`config.mk`:
```
export PLATFORM = sky130hd
export DESIGN_NAME = rs_ccff_chain
export DESIGN_NICKNAME = d
export VERILOG_FILES = /design/src/rtl/rs_ccff_pkg.sv /design/src/rtl/rs_ccff_out_cell.sv /design/src/rtl/rs_ccff_chain.sv
export SDC_FILE = /design/constraint.sdc
export NUM_CORES = 1
export LEC_CHECK = 0
export BUFFER_PORTS_ARGS = -buffer_cell sky130_fd_sc_hd__buf_2
export CORE_ASPECT_RATIO = 0.6
export CORE_MARGIN = 3
export CORE_UTILIZATION = 54
export CTS_BUF_LIST = sky130_fd_sc_hd__clkbuf_2 sky130_fd_sc_hd__clkbuf_4 sky130_fd_sc_hd__clkbuf_8
export DETAILED_ROUTE_END_ITERATION = 8
export HOLD_SLACK_MARGIN = 0.05
export PLACE_DENSITY = 0.81
export SETUP_SLACK_MARGIN = 0.3
export SLEW_MARGIN = 20
export SYNTH_ARGS = -nofsm -noshare
export SYNTH_HDL_FRONTEND = slang
export SYNTH_SLANG_ARGS = --single-unit
```
`constraint.sdc`:
```
create_clock -name CK -period 2.1 [get_ports CK]
set_input_delay 0.21 -clock CK [delete_from_list [all_inputs] [get_ports CK]]
set_output_delay 0.21 -clock CK [all_outputs]
set_load 0.005 [all_outputs]
```
`src/rtl/rs_ccff_pkg.sv`:
```
// rs_ccff_pkg: shared state encoding and counter sizing for the configuration-chain segment
package rs_ccff_pkg;

    typedef enum logic [1:0] {
        IDLE    = 2'd0,
        LOADING = 2'd1,
        READY   = 2'd2,
        ERROR   = 2'd3
    } state_t;

    function automatic int cnt_width(input int width);
        return $clog2(width + 2);
    endfunction

endpackage

```
`src/rtl/rs_ccff_out_cell.sv`:
```
// rs_ccff_out_cell: one-bit MEM/MEMB slice, shadow bit gated by CFG_EN plus its complement
module rs_ccff_out_cell (
    input  logic i_shadow,
    input  logic i_cfg_en,
    output logic o_mem,
    output logic o_memb
);

    logic w_mem;

    assign w_mem  = i_shadow & i_cfg_en;
    assign o_mem  = w_mem;
    assign o_memb = ~w_mem;

endmodule

```
`src/rtl/rs_ccff_chain.sv`:
```
// rs_ccff_chain: WIDTH-bit serial configuration segment with parity check, shadow commit
// and non-destructive rotate readback
module rs_ccff_chain
    import rs_ccff_pkg::*;
#(
    parameter int WIDTH  = 8,
    parameter bit PARITY = 1'b1,
    parameter int CNT_W  = cnt_width(WIDTH)
) (
    input  logic             CK,
    input  logic             RST,
    input  logic             CFG_EN,
    input  logic             D,
    input  logic             SHIFT_EN,
    input  logic             MODE,
    input  logic             COMMIT,
    input  logic             CLR,
    output logic             Q,
    output logic [WIDTH-1:0] MEM,
    output logic [WIDTH-1:0] MEMB,
    output logic [CNT_W-1:0] BIT_CNT,
    output logic             DONE,
    output logic             ERR
);

    localparam logic [CNT_W-1:0] CNT_FULL = CNT_W'(WIDTH);
    localparam logic [CNT_W-1:0] CNT_ONE  = CNT_W'(1);

    logic [WIDTH-1:0] r_chain;
    logic [WIDTH-1:0] r_shadow;
    logic [CNT_W-1:0] r_cnt;
    logic             r_par;
    state_t           r_state;

    always_ff @(posedge CK) begin
        if (RST) begin
            r_chain  <= '0;
            r_shadow <= '0;
            r_cnt    <= '0;
            r_par    <= 1'b0;
            r_state  <= IDLE;
        end else if (CLR) begin
            r_cnt   <= '0;
            r_par   <= 1'b0;
            r_state <= IDLE;
        end else if (COMMIT) begin
            // COMMIT owns the cycle even when it is not in READY, so a shift never sneaks in
            if (r_state == READY) begin
                r_shadow <= r_chain;
                r_cnt    <= '0;
                r_par    <= 1'b0;
                r_state  <= IDLE;
            end
        end else if (SHIFT_EN) begin
            if (MODE) begin
                if (r_state == IDLE || r_state == READY)
                    r_chain <= {r_chain[WIDTH-2:0], r_chain[WIDTH-1]};
            end else begin
                case (r_state)
                    IDLE, LOADING: begin
                        if (r_cnt < CNT_FULL) begin
                            r_chain <= {r_chain[WIDTH-2:0], D};
                            r_par   <= r_par ^ D;
                            r_cnt   <= r_cnt + CNT_ONE;
                            r_state <= (!PARITY && r_cnt == CNT_FULL - CNT_ONE) ? READY : LOADING;
                        end else if (PARITY) begin
                            // trailing parity bit: checked, never shifted into the chain
                            r_cnt   <= CNT_FULL + CNT_ONE;
                            r_state <= (r_par ^ D) ? ERROR : READY;
                        end
                    end
                    READY:   r_state <= ERROR;
                    default: ;
                endcase
            end
        end
    end

    genvar g;
    generate
        for (g = 0; g < WIDTH; g++) begin : g_out
            rs_ccff_out_cell u_cell (
                .i_shadow (r_shadow[g]),
                .i_cfg_en (CFG_EN),
                .o_mem    (MEM[g]),
                .o_memb   (MEMB[g])
            );
        end
    endgenerate

    assign Q       = r_chain[WIDTH-1];
    assign BIT_CNT = r_cnt;
    assign DONE    = (r_state == READY);
    assign ERR     = (r_state == ERROR);

endmodule
```
==> metrics.cfg, run 1 <==
[status]
status = completed

[grt]
grt_usage_pct = 17.9
grt_pass1_wl_mm = 3.90
grt_max_degree = 19
antenna_found_initial = 0
first_global_vias = 854
grt-ovfl-total = 0

[finish]
antenna-diode-count = 0
nFillCells = 163
finalNetCount = 164
final_core_util_pct = 65.5
drive_above_1_share_pct = 26.6
syn_to_final_growth_pct = 7.80

[clocking]
htree_levels = 1
cts_tree = yes
cts_setup_buffers = 0
clk_latency_ns = 0.26
clk_pin_slew_ns = 0.08
cts_root_buf = clkbuf_8
clk_path_buf_depth = 2
cts_buffers = 3
clock-sinks = 23

[floorplanning]
die_w_microns = 67.0
dieArea_sq_um = 2850
rows = 12
core_sq_um = 1980
fp.dieH_microns = 42.6
io_pins = 31
start_util_pct = 60.7

[logic_synthesis]
seq_area_frac_synth_pct = 38.3
synth_fa_ha_area_share_pct = 1.04
synth_nets = 152
synth_seq_cells = 23
synth_top_cell_area_share_pct = 38.3
yosysMostFrequentCell = dfxtp_1
synthArstFlopShare_pct = 0
synth_compound_area_share_pct = 13.9
postSynthCellCount = 143
synth_simple_gate_area_share_pct = 23.2
yosys.area.top_type = dfxtp_1
synth_top_family_by_area = simple AND/OR/NAND/NOR gates
synthTopCellsByArea = dfxtp_1, buf_4, mux2i_1
synth.avg_cell_area_sq_um = 8.42
synthDistinctLibCells = 33
yosys-mux-area-fraction_pct = 7.48
synth_flop_cell = dfxtp_1
yosysWarnings = 0
synth_edf_count = 0
synth_commonest_cells = dfxtp_1, buf_4, nand2_1
synthXorXnorAreaFrac_pct = 0.728
syn_area_sq_um = 1200

[sta]
max_freq_mhz = 580
finalSetupTns_ns = 0
skew_ns = 0.00131
slew_headroom_pct = 63.4
min_period_ns = 1.72
rsz0062_at_grt = false
finalHoldViolCount = 0
setup_viol = 0
finalCritPeriodShare_pct = 82.1
worst_slew_pin_slew_ns = 0.547
drv_slew = 0

[flow_run]
cap_violations = 0

[placement]
numPortBuffers = 30
place_congestion = 0.806
dp_hpwl_mm = 1.80

[worst_hold_path]
holdCritPathClass = input pin to flip-flop

[route]
wl_per_cell_microns = 13.1
viasPerCell = 5.40
post-route-drc-count = 0
drt_first_pass_iters = 4
vias = 983
drt_first_iter_violations = 57
drtAntennaViolNets = 0
wl_mm = 2.38

[power]
ir_drop_mv = 0.391
p_leak_nw = 0.555
powerDensity_nw_per_um2 = 593

[critical_path]
cp-start-kind = flip-flop
arrival_ns = 1.92
critPathKind = flip-flop to flip-flop
crit_fanout = 9
required_ns = 2.29
worstSetupEndpointType = flip-flop

==> layer usage <==
| layer | GRT usage, % | wire length [microns] | up-vias |
|---|---|---|---|
| met4 | 4.03 | 12 | 0 |
| li1 | - | - | 489 |
| met5 | 0 | 0 | - |
| met3 | 4.83 | 210 | 3 |
| met2 | 26.4 | 995 | 45 |
| met1 | 25.8 | 1170 | 446 |
==> power breakdown <==
part | switching (mW) | leakage (nW) | internal (mW) | total (mW)
logic | 0.0271 | 0.344 | 0.0190 | 0.0461
clock network | 0.137 | 0.0262 | 0.148 | 0.285
registers | 0.00154 | 0.185 | 0.437 | 0.438
total | 0.165 | 0.555 | 0.604 | 0.770
==> per-stage QoR <==
| stage | hold slack [ns] | setup slack [ns] | instances | total power [mW] | cell area (sq um) |
|---|---|---|---|---|---|
| floorplan | 0.395 | 0.436 | 143 | 0.481 | 1200 |
| global placement | 0.445 | 0.400 | 178 | 0.493 | 1240 |
| detailed placement | 0.447 | 0.327 | 178 | 0.494 | 1240 |
| CTS | 0.274 | 0.307 | 182 | 0.772 | 1290 |
| global route | 0.319 | 0.312 | 182 | 0.801 | 1300 |
| finish | 0.280 | 0.377 | 182 | 0.770 | 1300 |
==> placed cells by master (no fill, tap or decap), drive strengths merged, types with 2 or more instances in the layout <==
| cell type | n |
|---|---|
| buf | 31 |
| dfxtp | 23 |
| nand2 | 16 |
| a21oi | 12 |
| nand2b | 11 |
| inv | 9 |
| mux2i | 9 |
| o21ai | 8 |
| nand3 | 4 |
| clkbuf | 4 |
| or4b | 3 |
| nor2b | 2 |
| nor3 | 2 |
| or2 | 2 |
| or4 | 2 |
| a211oi | 2 |
==> sequential cells by signal, summed over array words and instances, names as in the netlist <==
register / count
BIT_CNT: 4
r_chain: 8
r_par: 1
r_shadow: 8
r_state: 2
==> kinds of logic (layout without fill, tap and decap cells) <==
kind of cell               Yosys count  count (layout)
muxes                                9               9
AOI/OAI and AO/OA                   27              27
and+or+nand+nor                     49              49
DFF                                 23              23
xor gates and xnor gates             1               1
adders and majority gates            1               1
buffers and inverters               33              44
==> worst max-delay path, stage by stage, from the launching register on <==
cell,delay (ns)
dfxtp_1,0.38
or4b_4,0.60
or4_1,0.50
a31oi_1,0.17
==> cell type report <==
cell class	instances	area (sq um)	share of cell area, %
well taps	28	35.0	2.70
flip-flops and latches	23	460	35.5
multi-input cells	87	562	43.3
clock buffers	4	48.8	3.76
inverters	9	33.8	2.60
repair buffers	31	158	12.2
==> repair_timing <==
action,CTS,global route
hold buffers,0,0
endpoints found under the setup margin,0,2
resized for setup,0,1
==> worst paths after layout <==
path                      startpoint                        to  slack (ns)  depth (start not counted)
max          r_state[1]$_SDFFE_PP0P_   BIT_CNT[2]$_SDFFE_PP0P_        0.38                          3
min reg2reg  r_chain[2]$_SDFFE_PP0P_  r_shadow[2]$_SDFFE_PP0P_        0.46                          2
min                           COMMIT   BIT_CNT[3]$_SDFFE_PP0P_        0.28                          2
max reg2reg  r_state[1]$_SDFFE_PP0P_   BIT_CNT[2]$_SDFFE_PP0P_        0.38                          3
Note: power is estimated with default switching activity, not from simulation.
==> inputs of run 2 (changes only) <==
CORE_UTILIZATION = 49   (was 54)
PLACE_DENSITY = 0.78   (was 0.81)
clock period = 1.4 ns   (was 2.1 ns; I/O delays follow)
==> metrics.cfg, run 2 (synthesis results as in run 1) <==
[floorplanning]
fp.dieH_microns = 44.4  ; +4.3%
rows = 13  ; +1
core_sq_um = 2240  ; +13%
dieArea_sq_um = 3110  ; +9.0%
die_w_microns = 70.0  ; +4.5%
start_util_pct = 53.6  ; -7.1 points
io_pins = 31  ; unchanged

[worst_hold_path]
holdPathStages = 2  ; unchanged
worstHoldEndpoint = r_shadow[2]$_SDFFE_PP0P_
hold_start = RST
holdCritPathClass = input pin to flip-flop

[finish]
nFillCells = 213  ; +31%
final_core_util_pct = 63.7  ; -1.8 points
final_common_cell = buf_2
syn_to_final_growth_pct = 18.8
finalNetCount = 175  ; +6.7%
drive_above_1_share_pct = 37.6  ; +11 points
seq_area_sq_um = 464  ; +0.82%
multi_input_area_sq_um = 592  ; +5.3%
final_cell_mix = buf_2, dfxtp_1, nand2_1, nand2b_1
antenna-diode-count = 0  ; unchanged

[grt]
antenna_found_initial = 0  ; unchanged
grt_pass1_wl_mm = 4.35  ; +12%
grt_usage_pct = 18.6  ; +0.74 points
grt_max_degree = 19  ; unchanged
grt-ovfl-total = 0  ; unchanged
first_global_vias = 905  ; +6.0%

[sta]
finalCritPeriodShare_pct = 109  ; +27 points
finalHoldViolCount = 0  ; unchanged
rsz0062_at_grt = true
setup_ws_ns = -0.132  ; -0.509 ns
skew_ns = 0.00497  ; +0.00365 ns
max_freq_mhz = 653  ; +12%
min_period_ns = 1.53  ; -0.191 ns
drv_slew = 0  ; unchanged
slew_headroom_pct = 73.1  ; +9.7 points
holdWs_ns = 0.211  ; -0.0694 ns
worst_slew_pin_slew_ns = 0.399  ; -0.148 ns
setup_viol = 13  ; +13

[route]
wl_mm = 2.62  ; +10%
viasPerCell = 5.17  ; -4.3%
wl_per_cell_microns = 13.5  ; +2.8%
drtAntennaViolNets = 0  ; unchanged
drt_first_iter_violations = 72  ; +26%
vias = 1008  ; +2.5%
post-route-drc-count = 0  ; unchanged
drt_first_pass_iters = 4  ; unchanged

[critical_path]
path_cells = or4b_4 > or4b_4 > a21oi_2
reg2reg_to = BIT_CNT[1]$_SDFFE_PP0P_
r2r-start = r_state[1]$_SDFFE_PP0P_
reg2reg_slack_ns = -0.13  ; -0.51 ns
cp-start-kind = flip-flop
critPathSlowestCell = or4b_4
arrival_ns = 1.74  ; -0.18 ns
crit_buf_inv = 0  ; unchanged
cpLargestDelayFamily = simple AND/OR/NAND/NOR gates
crit_top_cell = or4b_4
crit_fanout = 6  ; -3
critPathKind = flip-flop to flip-flop
required_ns = 1.61  ; -0.68 ns
worstSetupEndpointType = flip-flop
critPathMaxStageDelay_ns = 0.51  ; -0.09 ns
r2r_cells = 3  ; unchanged

[clocking]
cts_setup_buffers = 0  ; unchanged
clk_latency_ns = 0.27  ; about the same
htree_levels = 1  ; unchanged
clock-sinks = 23  ; unchanged
clk_pin_slew_ns = 0.08  ; about the same
cts_buffers = 3  ; unchanged
cts_tree = yes
cts_root_buf = clkbuf_8
clk_path_buf_depth = 2  ; unchanged

[placement]
numPortBuffers = 30  ; unchanged
place_congestion = 0.767  ; -4.9%
dp_hpwl_mm = 2.06  ; +14%

[power]
p_leak_nw = 0.621  ; +12%
ir_drop_mv = 0.656  ; +68%
powerDensity_nw_per_um2 = 807  ; +36%

[flow_run]
cap_violations = 0  ; unchanged

[status]
status = finished with violations
violations = setup timing

==> run 2: power by group <==
| group | internal (mW) | leakage (nW) | switching [mW] |
|---|---|---|---|
| combinational | 0.0388 | 0.408 | 0.0474 |
| clock | 0.199 | 0.0255 | 0.212 |
| sequential | 0.656 | 0.187 | 0.00230 |
| total | 0.893 | 0.621 | 0.261 |
==> run 2: area by class of cell <==
type                            count  area share [%]
Inverter                            9            2.36
Sequential cell                    23            32.5
Multi-Input combinational cell     87            41.4
Clock buffer                        3            2.89
Timing Repair Buffer               42            17.9
Clock inverter                      1           0.350
Tap cell                           30            2.62
==> run 2: how the worst max path moves through the flow <==
| stage | cells after the start | endpoint | from |
|---|---|---|---|
| after CTS | 3 | BIT_CNT[1]$_SDFFE_PP0P_ | r_state[1]$_SDFFE_PP0P_ |
| final | 3 | BIT_CNT[1]$_SDFFE_PP0P_ | r_state[1]$_SDFFE_PP0P_ |
| after global placement | 3 | BIT_CNT[1]$_SDFFE_PP0P_ | r_state[1]$_SDFFE_PP0P_ |
| after floorplan | 4 | BIT_CNT[1]$_SDFFE_PP0P_ | r_state[1]$_SDFFE_PP0P_ |
| after global routing | 3 | BIT_CNT[1]$_SDFFE_PP0P_ | r_state[1]$_SDFFE_PP0P_ |
| after detailed placement | 3 | BIT_CNT[1]$_SDFFE_PP0P_ | r_state[1]$_SDFFE_PP0P_ |
==> run 2: stage by stage <==
stage               TNS, ns  setup slack (ns)  area [sq um]  total power [mW]  std cells
finish               -0.698            -0.132          1430              1.15        195
global route          -1.40            -0.177          1430              1.22        195
CTS                  -0.793            -0.126          1400              1.17        195
detailed placement   -0.672            -0.155          1340             0.754        191
global placement     -0.218           -0.0996          1340             0.751        191
floorplan            -0.887            -0.171          1210             0.722        143
==> run 2: timing repair <==
action                                  in CTS  in global routing
gates resized for setup                      3                  9
endpoints found under the setup margin      23                 25
hold buffers                                 0                  0
pin swaps                                    0                  1
==> run 2: per-layer routing <==
metal  wire, microns  part of all wire, %  GRT usage [%]  up-vias
li1                -                    -              -      511
met1            1240                   47           23.5      453
met2            1130                   43           29.8       39
met3             211                  8.0           6.35        5
met4              39                  1.5           7.63        0
met5               0                    0              0        -
==> inputs of run 3 (changes only) <==
TNS_END_PERCENT = 5   (was unset)
==> metrics.cfg, run 3 (synthesis results as in run 1) <==
[clocking]
clk_latency_ns = 0.27  ; about the same
holdBufCountCts = 0  ; unchanged
clk_path_buf_depth = 2  ; unchanged
clk_pin_slew_ns = 0.08  ; about the same
cts_tree = yes
clock-sinks = 23  ; unchanged
cts_setup_buffers = 0  ; unchanged
cts_buffers = 3  ; unchanged
cts_root_buf = clkbuf_8
htree_levels = 1  ; unchanged

[finish]
antenna-diode-count = 0  ; unchanged
drive_above_1_share_pct = 42.1  ; +4.5 points
final_core_util_pct = 65.7  ; +2.0 points
finalNetCount = 174  ; -0.57%
finalInstanceArea_sq_um = 1480  ; +3.1%
final_cell_mix = buf_2, dfxtp_1, nand2_1, nand2b_1
final_common_cell = buf_2
instances_no_fill = 194  ; -0.51%
syn_to_final_growth_pct = 22.6
nFillCells = 195  ; -8.5%

[route]
viasPerCell = 5.16  ; -0.18%
drt_first_iter_violations = 49  ; -32%
vias = 1001  ; -0.69%
drtAntennaViolNets = 0  ; unchanged
wl_per_cell_microns = 13.7  ; +1.5%
wl_mm = 2.65  ; +1.0%
post-route-drc-count = 0  ; unchanged
drt_first_pass_iters = 4  ; unchanged

[sta]
finalHoldViolCount = 0  ; unchanged
drv_slew = 0  ; unchanged
min_period_ns = 1.52  ; -0.00784 ns
max_freq_mhz = 656  ; +0.51%
setup_ws_ns = -0.124  ; +0.00784 ns
finalCritPeriodShare_pct = 109  ; -0.56 points
worst_slew_pin_slew_ns = 0.373  ; -0.0258 ns
setup_viol = 12  ; -1
slew_headroom_pct = 75.1  ; +2.0 points
skew_ns = 0.00399  ; -0.000980 ns
rsz0062_at_grt = true

[floorplanning]
die_w_microns = 70.0  ; unchanged
start_util_pct = 53.6  ; unchanged
fp.dieH_microns = 44.4  ; unchanged
core_sq_um = 2240  ; unchanged
rows = 13  ; unchanged
dieArea_sq_um = 3110  ; unchanged
io_pins = 31  ; unchanged

[grt]
antenna_found_initial = 0  ; unchanged
grt-ovfl-total = 0  ; unchanged
grt_usage_pct = 18.0  ; -0.63 points
grt_pass1_wl_mm = 4.29  ; -1.4%
grt_max_degree = 19  ; unchanged
first_global_vias = 904  ; -0.11%

[critical_path]
cp-start-kind = flip-flop
cpLargestDelayFamily = simple AND/OR/NAND/NOR gates
critPathKind = flip-flop to flip-flop
crit_buf_inv = 0  ; unchanged
arrival_ns = 1.73  ; about the same
required_ns = 1.60  ; about the same
crit_fanout = 7  ; +1
worstSetupEndpointType = flip-flop
critPathSlowestCell = or4b_4
path_cells = or4b_4 > or4b_1 > a21oi_1
critPathMaxStageDelay_ns = 0.49  ; -0.02 ns

[power]
ir_drop_mv = 0.547  ; -17%
p_total_mw = 1.15  ; -0.34%
p_leak_nw = 0.619  ; -0.32%
powerDensity_nw_per_um2 = 780  ; -3.4%

[placement]
numPortBuffers = 30  ; unchanged
placed_cell_area_sq_um = 1340  ; -0.56%
place_congestion = 0.773  ; +0.80%
placed_cells = 190  ; -0.52%
dp_hpwl_mm = 2.01  ; -2.2%

[worst_hold_path]
holdCritPathClass = input pin to flip-flop

[status]
violations = setup timing
status = finished with violations

[flow_run]
cap_violations = 0  ; unchanged

[run 3: cell count changes in the layout (fill, tap and decap cells not counted), sizes merged]
cell  before  now
buf       42   41
[run 3: worst reg2reg max path, stage by stage (launching register included)]
cell and delay, ns:
dfxtp_4 0.37, or4b_4 0.49, or4b_1 0.48, a21oi_1 0.13
[run 3: power by group]
group | internal (mW) | switching (mW)
clock network | 0.199 | 0.205
registers | 0.654 | 0.00236
logic | 0.0400 | 0.0510
[run 3: path summary, 6_finish.rpt]
path	startpoint	end	slack, ns	depth (start not counted)
hold reg to reg	r_shadow[4]$_SDFFE_PP0P_	r_shadow[4]$_SDFFE_PP0P_	0.46	2
setup / recovery	r_state[1]$_SDFFE_PP0P_	BIT_CNT[1]$_SDFFE_PP0P_	-0.12	3
setup reg to reg	r_state[1]$_SDFFE_PP0P_	BIT_CNT[1]$_SDFFE_PP0P_	-0.12	3
hold / removal	COMMIT	BIT_CNT[3]$_SDFFE_PP0P_	0.23	3
[run 3: per-layer routing]
metal	vias up	global-route usage [%]	share of wire [%]
li1	513	-	-
met1	446	23.0	46
met2	36	28.0	44
met3	6	6.35	8.1
met4	0	8.02	1.8
met5	-	0	0
[run 3: final cells by class]
type	instances	area (sq um)	area share, %
Clock buffer	3	41.3	2.80
Clock inverter	1	5.00	0.339
Inverter	9	33.8	2.29
Multi-Input combinational cell	87	642	43.5
Sequential cell	23	467	31.6
Tap cell	30	37.5	2.54
Timing Repair Buffer	41	249	16.9
[run 3: through the flow]
step	hold WS, ns	TNS [ns]	setup slack [ns]
finish	0.225	-0.465	-0.124
global route	0.240	-1.37	-0.137
CTS	0.217	-0.634	-0.104
detailed placement	0.450	-0.807	-0.113
global placement	0.446	-0.497	-0.0912
floorplan	0.325	-1.11	-0.171
[run 3: what timing repair did]
action	4_1_cts	5_1_grt
hold endpoints to repair	0	0
pin swaps	1	11
gates resized for setup	3	27
setup endpoints to repair	23	24
